<file path="config.mk">
export PLATFORM = sky130hd
export DESIGN_NAME = frame_serializer
export DESIGN_NICKNAME = d
export VERILOG_FILES = /design/src/rtl/frame_serializer.sv
export SDC_FILE = /design/constraint.sdc
export NUM_CORES = 1
export LEC_CHECK = 0
export ABC_AREA = 1
export BUFFER_PORTS_ARGS = -buffer_cell sky130_fd_sc_hd__buf_2
export CORE_AREA = 2 2 53 55
export DETAILED_ROUTE_END_ITERATION = 7
export DIE_AREA = 0 0 55 57
export PLACE_DENSITY = 0.91
export REMOVE_ABC_BUFFERS = 1
export SLEW_MARGIN = 15
export SYNTH_ARGS = -nofsm -noshare
export SYNTH_HDL_FRONTEND = slang
export SYNTH_SLANG_ARGS = --single-unit
</file>
<file path="constraint.sdc">
create_clock -name clk -period 3.4 [get_ports clk]
set_input_delay 0.68 -clock clk [delete_from_list [all_inputs] [get_ports clk]]
set_output_delay 0.68 -clock clk [all_outputs]
set_load 0.01 [all_outputs]
</file>
<file path="src/rtl/frame_serializer.sv">
// frame_serializer: wraps up to NUM_CHANNELS words as HEADER, data, LEN, FOOTER.
// Define FRAME_CHECKSUM_EN to insert an XOR checksum word between LEN and FOOTER.
module frame_serializer #(
    parameter int                DATA_W       = 8,
    parameter int                NUM_CHANNELS = 16,
    parameter logic [DATA_W-1:0] HEADER       = DATA_W'(8'hAA),
    parameter logic [DATA_W-1:0] FOOTER       = DATA_W'(8'hFF),
    parameter int                TIMEOUT      = 20
) (
    input  logic              clk,
    input  logic              rst_n,
    input  logic [DATA_W-1:0] din,
    input  logic              din_valid,
    output logic              din_ready,
    output logic [DATA_W-1:0] dout,
    output logic              dout_valid,
    input  logic              dout_ready,
    output logic              dout_sof,
    output logic              dout_eof,
    output logic              dout_short
);

    localparam int CW = $clog2(NUM_CHANNELS + 1);
    localparam int IW = $clog2(TIMEOUT + 1);

`ifdef FRAME_CHECKSUM_EN
    typedef enum logic [2:0] {IDLE, HDR, DATA, LEN, CSUM, FTR} state_t;
`else
    typedef enum logic [2:0] {IDLE, HDR, DATA, LEN, FTR} state_t;
`endif

    state_t          state;
    logic [CW-1:0]   ch_cnt;
    logic [IW-1:0]   idle_cnt;
    logic            short_flag;
    logic            load;
    logic            accept;
`ifdef FRAME_CHECKSUM_EN
    logic [DATA_W-1:0] csum;
`endif

    assign load      = !dout_valid || dout_ready;
    assign din_ready = (state == DATA) && load;
    assign accept    = din_valid && din_ready;

    always_ff @(posedge clk or negedge rst_n) begin
        if (!rst_n) begin
            state      <= IDLE;
            ch_cnt     <= '0;
            idle_cnt   <= '0;
            short_flag <= 1'b0;
            dout       <= '0;
            dout_valid <= 1'b0;
            dout_sof   <= 1'b0;
            dout_eof   <= 1'b0;
            dout_short <= 1'b0;
`ifdef FRAME_CHECKSUM_EN
            csum       <= '0;
`endif
        end else begin
            // idle_cnt also runs while the output is backpressured
            if (state == DATA) begin
                if (accept)
                    idle_cnt <= '0;
                else if (idle_cnt != IW'(TIMEOUT))
                    idle_cnt <= idle_cnt + 1'b1;
            end
            if (load) begin
                dout_sof   <= 1'b0;
                dout_eof   <= 1'b0;
                dout_short <= 1'b0;
                unique case (state)
                    IDLE: begin
                        // a still-valid FOOTER forces one bubble before the next HEADER
                        if (din_valid && !dout_valid) begin
                            dout       <= HEADER;
                            dout_valid <= 1'b1;
                            dout_sof   <= 1'b1;
                            idle_cnt   <= '0;
                            state      <= DATA;
                        end else begin
                            dout_valid <= 1'b0;
                        end
                    end
                    DATA: begin
                        if (accept) begin
                            dout       <= din;
                            dout_valid <= 1'b1;
                            ch_cnt     <= ch_cnt + 1'b1;
`ifdef FRAME_CHECKSUM_EN
                            csum       <= csum ^ din;
`endif
                            if (ch_cnt == CW'(NUM_CHANNELS - 1))
                                state <= LEN;
                        end else begin
                            dout_valid <= 1'b0;
                            if (idle_cnt >= IW'(TIMEOUT - 1)) begin
                                short_flag <= 1'b1;
                                state      <= LEN;
                            end
                        end
                    end
                    LEN: begin
                        dout       <= DATA_W'(ch_cnt);
                        dout_valid <= 1'b1;
`ifdef FRAME_CHECKSUM_EN
                        state      <= CSUM;
`else
                        state      <= FTR;
`endif
                    end
`ifdef FRAME_CHECKSUM_EN
                    CSUM: begin
                        dout       <= csum;
                        dout_valid <= 1'b1;
                        state      <= FTR;
                    end
`endif
                    FTR: begin
                        dout       <= FOOTER;
                        dout_valid <= 1'b1;
                        dout_eof   <= 1'b1;
                        dout_short <= short_flag;
                        ch_cnt     <= '0;
                        idle_cnt   <= '0;
                        short_flag <= 1'b0;
`ifdef FRAME_CHECKSUM_EN
                        csum       <= '0;
`endif
                        state      <= IDLE;
                    end
                    default: begin
                        dout_valid <= 1'b0;
                        state      <= IDLE;
                    end
                endcase
            end
        end
    end

endmodule

</file>
==> results.md <==
Synthesis:
- The largest family of logic cells by synthesized area is simple AND/OR/NAND/NOR gates.
- After synthesis, the largest area contributor takes up 45.0% of total cell area.
- Of the total synthesized cell area, the portion taken by full adders, half adders and majority gates is roughly 3.5%.
- The share of async-settable or async-resettable flops after synthesis is between 90% and 100%.
- The number of warnings issued by yosys is 0.
- The cell count after synthesis is 178.
- The commonest cells after synthesis are 52 x sky130_fd_sc_hd__nand2_1, 26 x sky130_fd_sc_hd__dfrtp_1, 18 x sky130_fd_sc_hd__inv_1.
- Averaged over all synthesized cells, the footprint is roughly 8.1 um2.
- After synthesis the netlist holds a flip-flop and latch count of 26.
- The distinct cell type count of the synthesized netlist is 24.
- The multiplexer area fraction after synthesis is 0%.
- The synthesized netlist devotes approximately an eighth of its cell area to compound gates.
- The most instantiated flip-flop cell in the synthesis netlist is sky130_fd_sc_hd__dfrtp_1.
- The number of enable-type register cells in the synthesized netlist is 0.
- After Yosys synthesis, and, or, nand and nor cells account for 29.3% of the synthesized area.
- The area share of xor/xnor cells in the synthesized design is 2.42%.
- The mapped netlist covers about 0.0014 mm2.
- Summed over all instances, the cell type with the most area after synthesis is sky130_fd_sc_hd__dfrtp_1.
- The sequential cell area fraction in the yosys report is between 40% and 50%.
- Yosys instantiated no cell more often than sky130_fd_sc_hd__nand2_1.
- Sorting the synthesized cells by area gives the leading types as sky130_fd_sc_hd__dfrtp_1 45%, sky130_fd_sc_hd__nand2_1 13%, sky130_fd_sc_hd__inv_1 4.7%.

Setup path:
- The classification of the worst setup path is reg2out.
- Measured in cells, the most critical reg-to-reg path has a length of 8.
- Data arrives at the worst endpoint at around 1600 ps.
- The required time at the worst-slack endpoint is between 2000 and 3000 ps.
- The top fanout value on the critical path is 12.
- The type of origin of the critical path is a register.
- The worst setup path is captured at a primary output.

Detailed routing:
- For this run, design rule violations remaining after detail routing come to 0.
- The routed layout has 1234 vias.
- The post-detailed-route count of antenna-violating nets is 0.
- The DRC violation total after the first TritonRoute iteration is 32.
- The number of optimization iterations in the first detailed-route pass is 4.
- After detailed routing, the number of vias per cell comes to 5.25.
- In the final routed layout, each cell accounts on average for 12.2 um.
- For this block, the routed nets add up to around 2900 um of wire.

STA:
- Setup repair after global routing left no endpoint under its margin.
- In the post-route analysis, the smallest setup slack over all paths is between 1000 and 1500 ps.
- The share of the clock period used by the worst path is 66.4%.
- The final count of hold timing violations is 0.
- Based on the critical path, the design can be clocked at up to between 400 and 500 MHz.
- Clock skew on the completed layout was measured at approximately 6.3 ps.
- The number of pins with negative max-slew slack in the final report is 0.
- The worst pin sits at a relative slew slack of around 62%.
- For the pin with the worst max-slew slack, the measured transition is approximately 570 ps.
- Setup total negative slack on the finished layout was measured at 0 ps.
- Setup violations remaining at the end of the flow were counted as 0.
- The clock period minus worst slack is 2260 ps.

Global routing:
- The global route total overflow is 0.
- The number of antenna violations at the first check in global routing is 0.
- Global routing used between 20% and 30% of the available tracks.
- The global-route wire length before repair is slightly below 5000 um.
- The pin count of the biggest net entering global routing is 27.
- The via count of the first global-routing pass is approximately 1200.

Layout:
- The final layout net count is around 220.
- The area growth from synthesis to final layout is 13.1%.
- Once layout is complete, the utilization of the core stands at a little over three fifths.
- For this run, the number of standard cells in the final layout without fillers is between 200 and 250.
- In the final layout, the share of cells above drive strength 1 is between 20 and 30%.
- The filler cells instantiated in the layout total about 240.
- 0 antenna diodes ended up in the layout.

Clock tree:
- In this run the number of H-tree levels came out at 1.
- The number of buffers on the longest clock path is 2.
- The clock slew seen by the registers of the worst setup and hold paths is about 150 ps.
- Buffers inserted during clock tree synthesis total 3.
- The number of hold buffers added after CTS is 0.
- The post-CTS setup-driven buffer insertion count is 0.
- Post-CTS repair changed the size of 0 cells.
- The TritonCTS clock tree is yes.
- The clock drives 26 sinks.
- The clock latency on the worst-skew pair is 330 ps.
- The cell at the root of the clock tree is sky130_fd_sc_hd__clkbuf_4.

Floorplanning:
- The die boundary height is approximately 57 um.
- The initialized floorplan defines 19 standard-cell rows.
- The placeable core region is roughly 0.0026 mm2.
- The die covers between 0.003 and 0.004 mm2.
- The effective utilization at floorplan is between 50% and 60%.
- The horizontal die dimension is 55 um.
- In this run the count of I/O pins placed on the die edge is 25.

Placement:
- During placement, the flow inserted port buffers numbering 24.
- The placed wire-length estimate after detailed placement is 2230 um.
- The global placer's final weighted congestion is about 0.9.
- At the placement stage, the worst setup path has a slack of between 1500 and 2000 ps.
- The total placed cells including tap cells is ~230.

Pwr:
- The maximum vdd drop is slightly above 0.6 mV.
- The total power per unit cell area is 894 mW/mm2.
- The leakage component of the power is between 0.8 and 0.9 nW.
- The completed layout was analyzed and its total power is about 1.5 mW.

Min path:
- The type of the most critical hold path is in2async.

Job:
- The max-capacitance violation count is 0.

Run status:
- The flow ran to the end, and the final reports show no timing, DRC or antenna violations.
## state kept, by name, indices dropped and copies added (netlist names)
| name | count |
|---|---|
| ch_cnt | 5 |
| dout | 8 |
| dout_eof | 1 |
| dout_short | 1 |
| dout_sof | 1 |
| dout_valid | 1 |
| idle_cnt | 5 |
| short_flag | 1 |
| state | 3 |
## placed cells by master, fill, tap and decap left out
cell                        count
sky130_fd_sc_hd__o21ai_1        1
sky130_fd_sc_hd__nand3_1       13
sky130_fd_sc_hd__ha_1           4
sky130_fd_sc_hd__inv_2          3
sky130_fd_sc_hd__a21oi_4        1
sky130_fd_sc_hd__nand3_2        2
sky130_fd_sc_hd__o21ai_2        6
sky130_fd_sc_hd__nor2_2         2
sky130_fd_sc_hd__nor3_1         1
sky130_fd_sc_hd__or2_2          1
sky130_fd_sc_hd__nor2_4         3
sky130_fd_sc_hd__xor2_1         4
sky130_fd_sc_hd__o21ai_0        5
sky130_fd_sc_hd__o22ai_1        3
sky130_fd_sc_hd__o31ai_1        1
sky130_fd_sc_hd__dfrtp_1       26
sky130_fd_sc_hd__and3_1         1
sky130_fd_sc_hd__bufinv_16      1
sky130_fd_sc_hd__inv_1         18
sky130_fd_sc_hd__a21oi_1        9
sky130_fd_sc_hd__nand2_2        5
sky130_fd_sc_hd__clkbuf_4       3
sky130_fd_sc_hd__nor2_1        13
sky130_fd_sc_hd__o211ai_1       2
sky130_fd_sc_hd__buf_2         24
sky130_fd_sc_hd__nand2_1       52
## report_power, final
part	switching (mW)	internal, mW	leakage [nW]	total, mW
registers	0.0754	0.419	0.334	0.495
logic	0.499	0.255	0.494	0.753
clock network	0.0952	0.119	0.0279	0.214
total	0.669	0.793	0.856	1.46
## area by class of cell
type | count | area [um2] | area share (%)
clock buffer | 3 | 22.5 | 1.38
clock inverter | 1 | 30.0 | 1.84
inverter | 21 | 78.8 | 4.82
multi-input combinational | 129 | 694 | 42.5
sequential | 26 | 651 | 39.8
tap | 31 | 38.8 | 2.37
timing repair buffer | 24 | 120 | 7.35
## metal layers
layer	wire length, um	share of wire, %	up-vias	GRT usage, %
met3	130	4.6	2	2.36
met5	0	0	-	0
met4	23	0.81	0	6.62
met1	1250	44	581	28.4
li1	-	-	621	-
met2	1450	51	30	34.7
## worst max-delay path: stages (launching register included)
cell,delay (ps)
sky130_fd_sc_hd__dfrtp_1,470
sky130_fd_sc_hd__inv_1,90
sky130_fd_sc_hd__nand3_2,250
sky130_fd_sc_hd__nor2_2,260
sky130_fd_sc_hd__buf_2,170
## final timing paths
path / startpoint / endpoint / slack (ps)
worst max register to register: state[2]$_DFFE_PN0P_ / ch_cnt[3]$_DFFE_PN0P_ / 1750
worst min register to register: dout[0]$_DFFE_PN0P_ / dout[0]$_DFFE_PN0P_ / 490
worst max-delay path: state[2]$_DFFE_PN0P_ / din_ready / 1140
worst min-delay path: rst_n / dout_sof$_DFFE_PN0N_ / 320
max in group asynchronous: rst_n / ch_cnt[2]$_DFFE_PN0P_ / 2700
min in group clk: dout[0]$_DFFE_PN0P_ / dout[0]$_DFFE_PN0P_ / 490
## cells by family (layout without fill, tap and decap cells)
kind of cell,Yosys count,after routing
simple gates,93,93
compound gates,28,28
flops,26,26
buf+inv,23,49
fa+ha+maj,4,4
xor+xnor,4,4
## through the flow
step / hold WS, ps / area [um2]
final: 323 / 1640
after global routing: 360 / 1640
after CTS: 341 / 1640
after detailed placement: 457 / 1580
after global placement: 455 / 1580
after floorplan: 384 / 1420
Note: power is estimated with default switching activity, not from simulation.
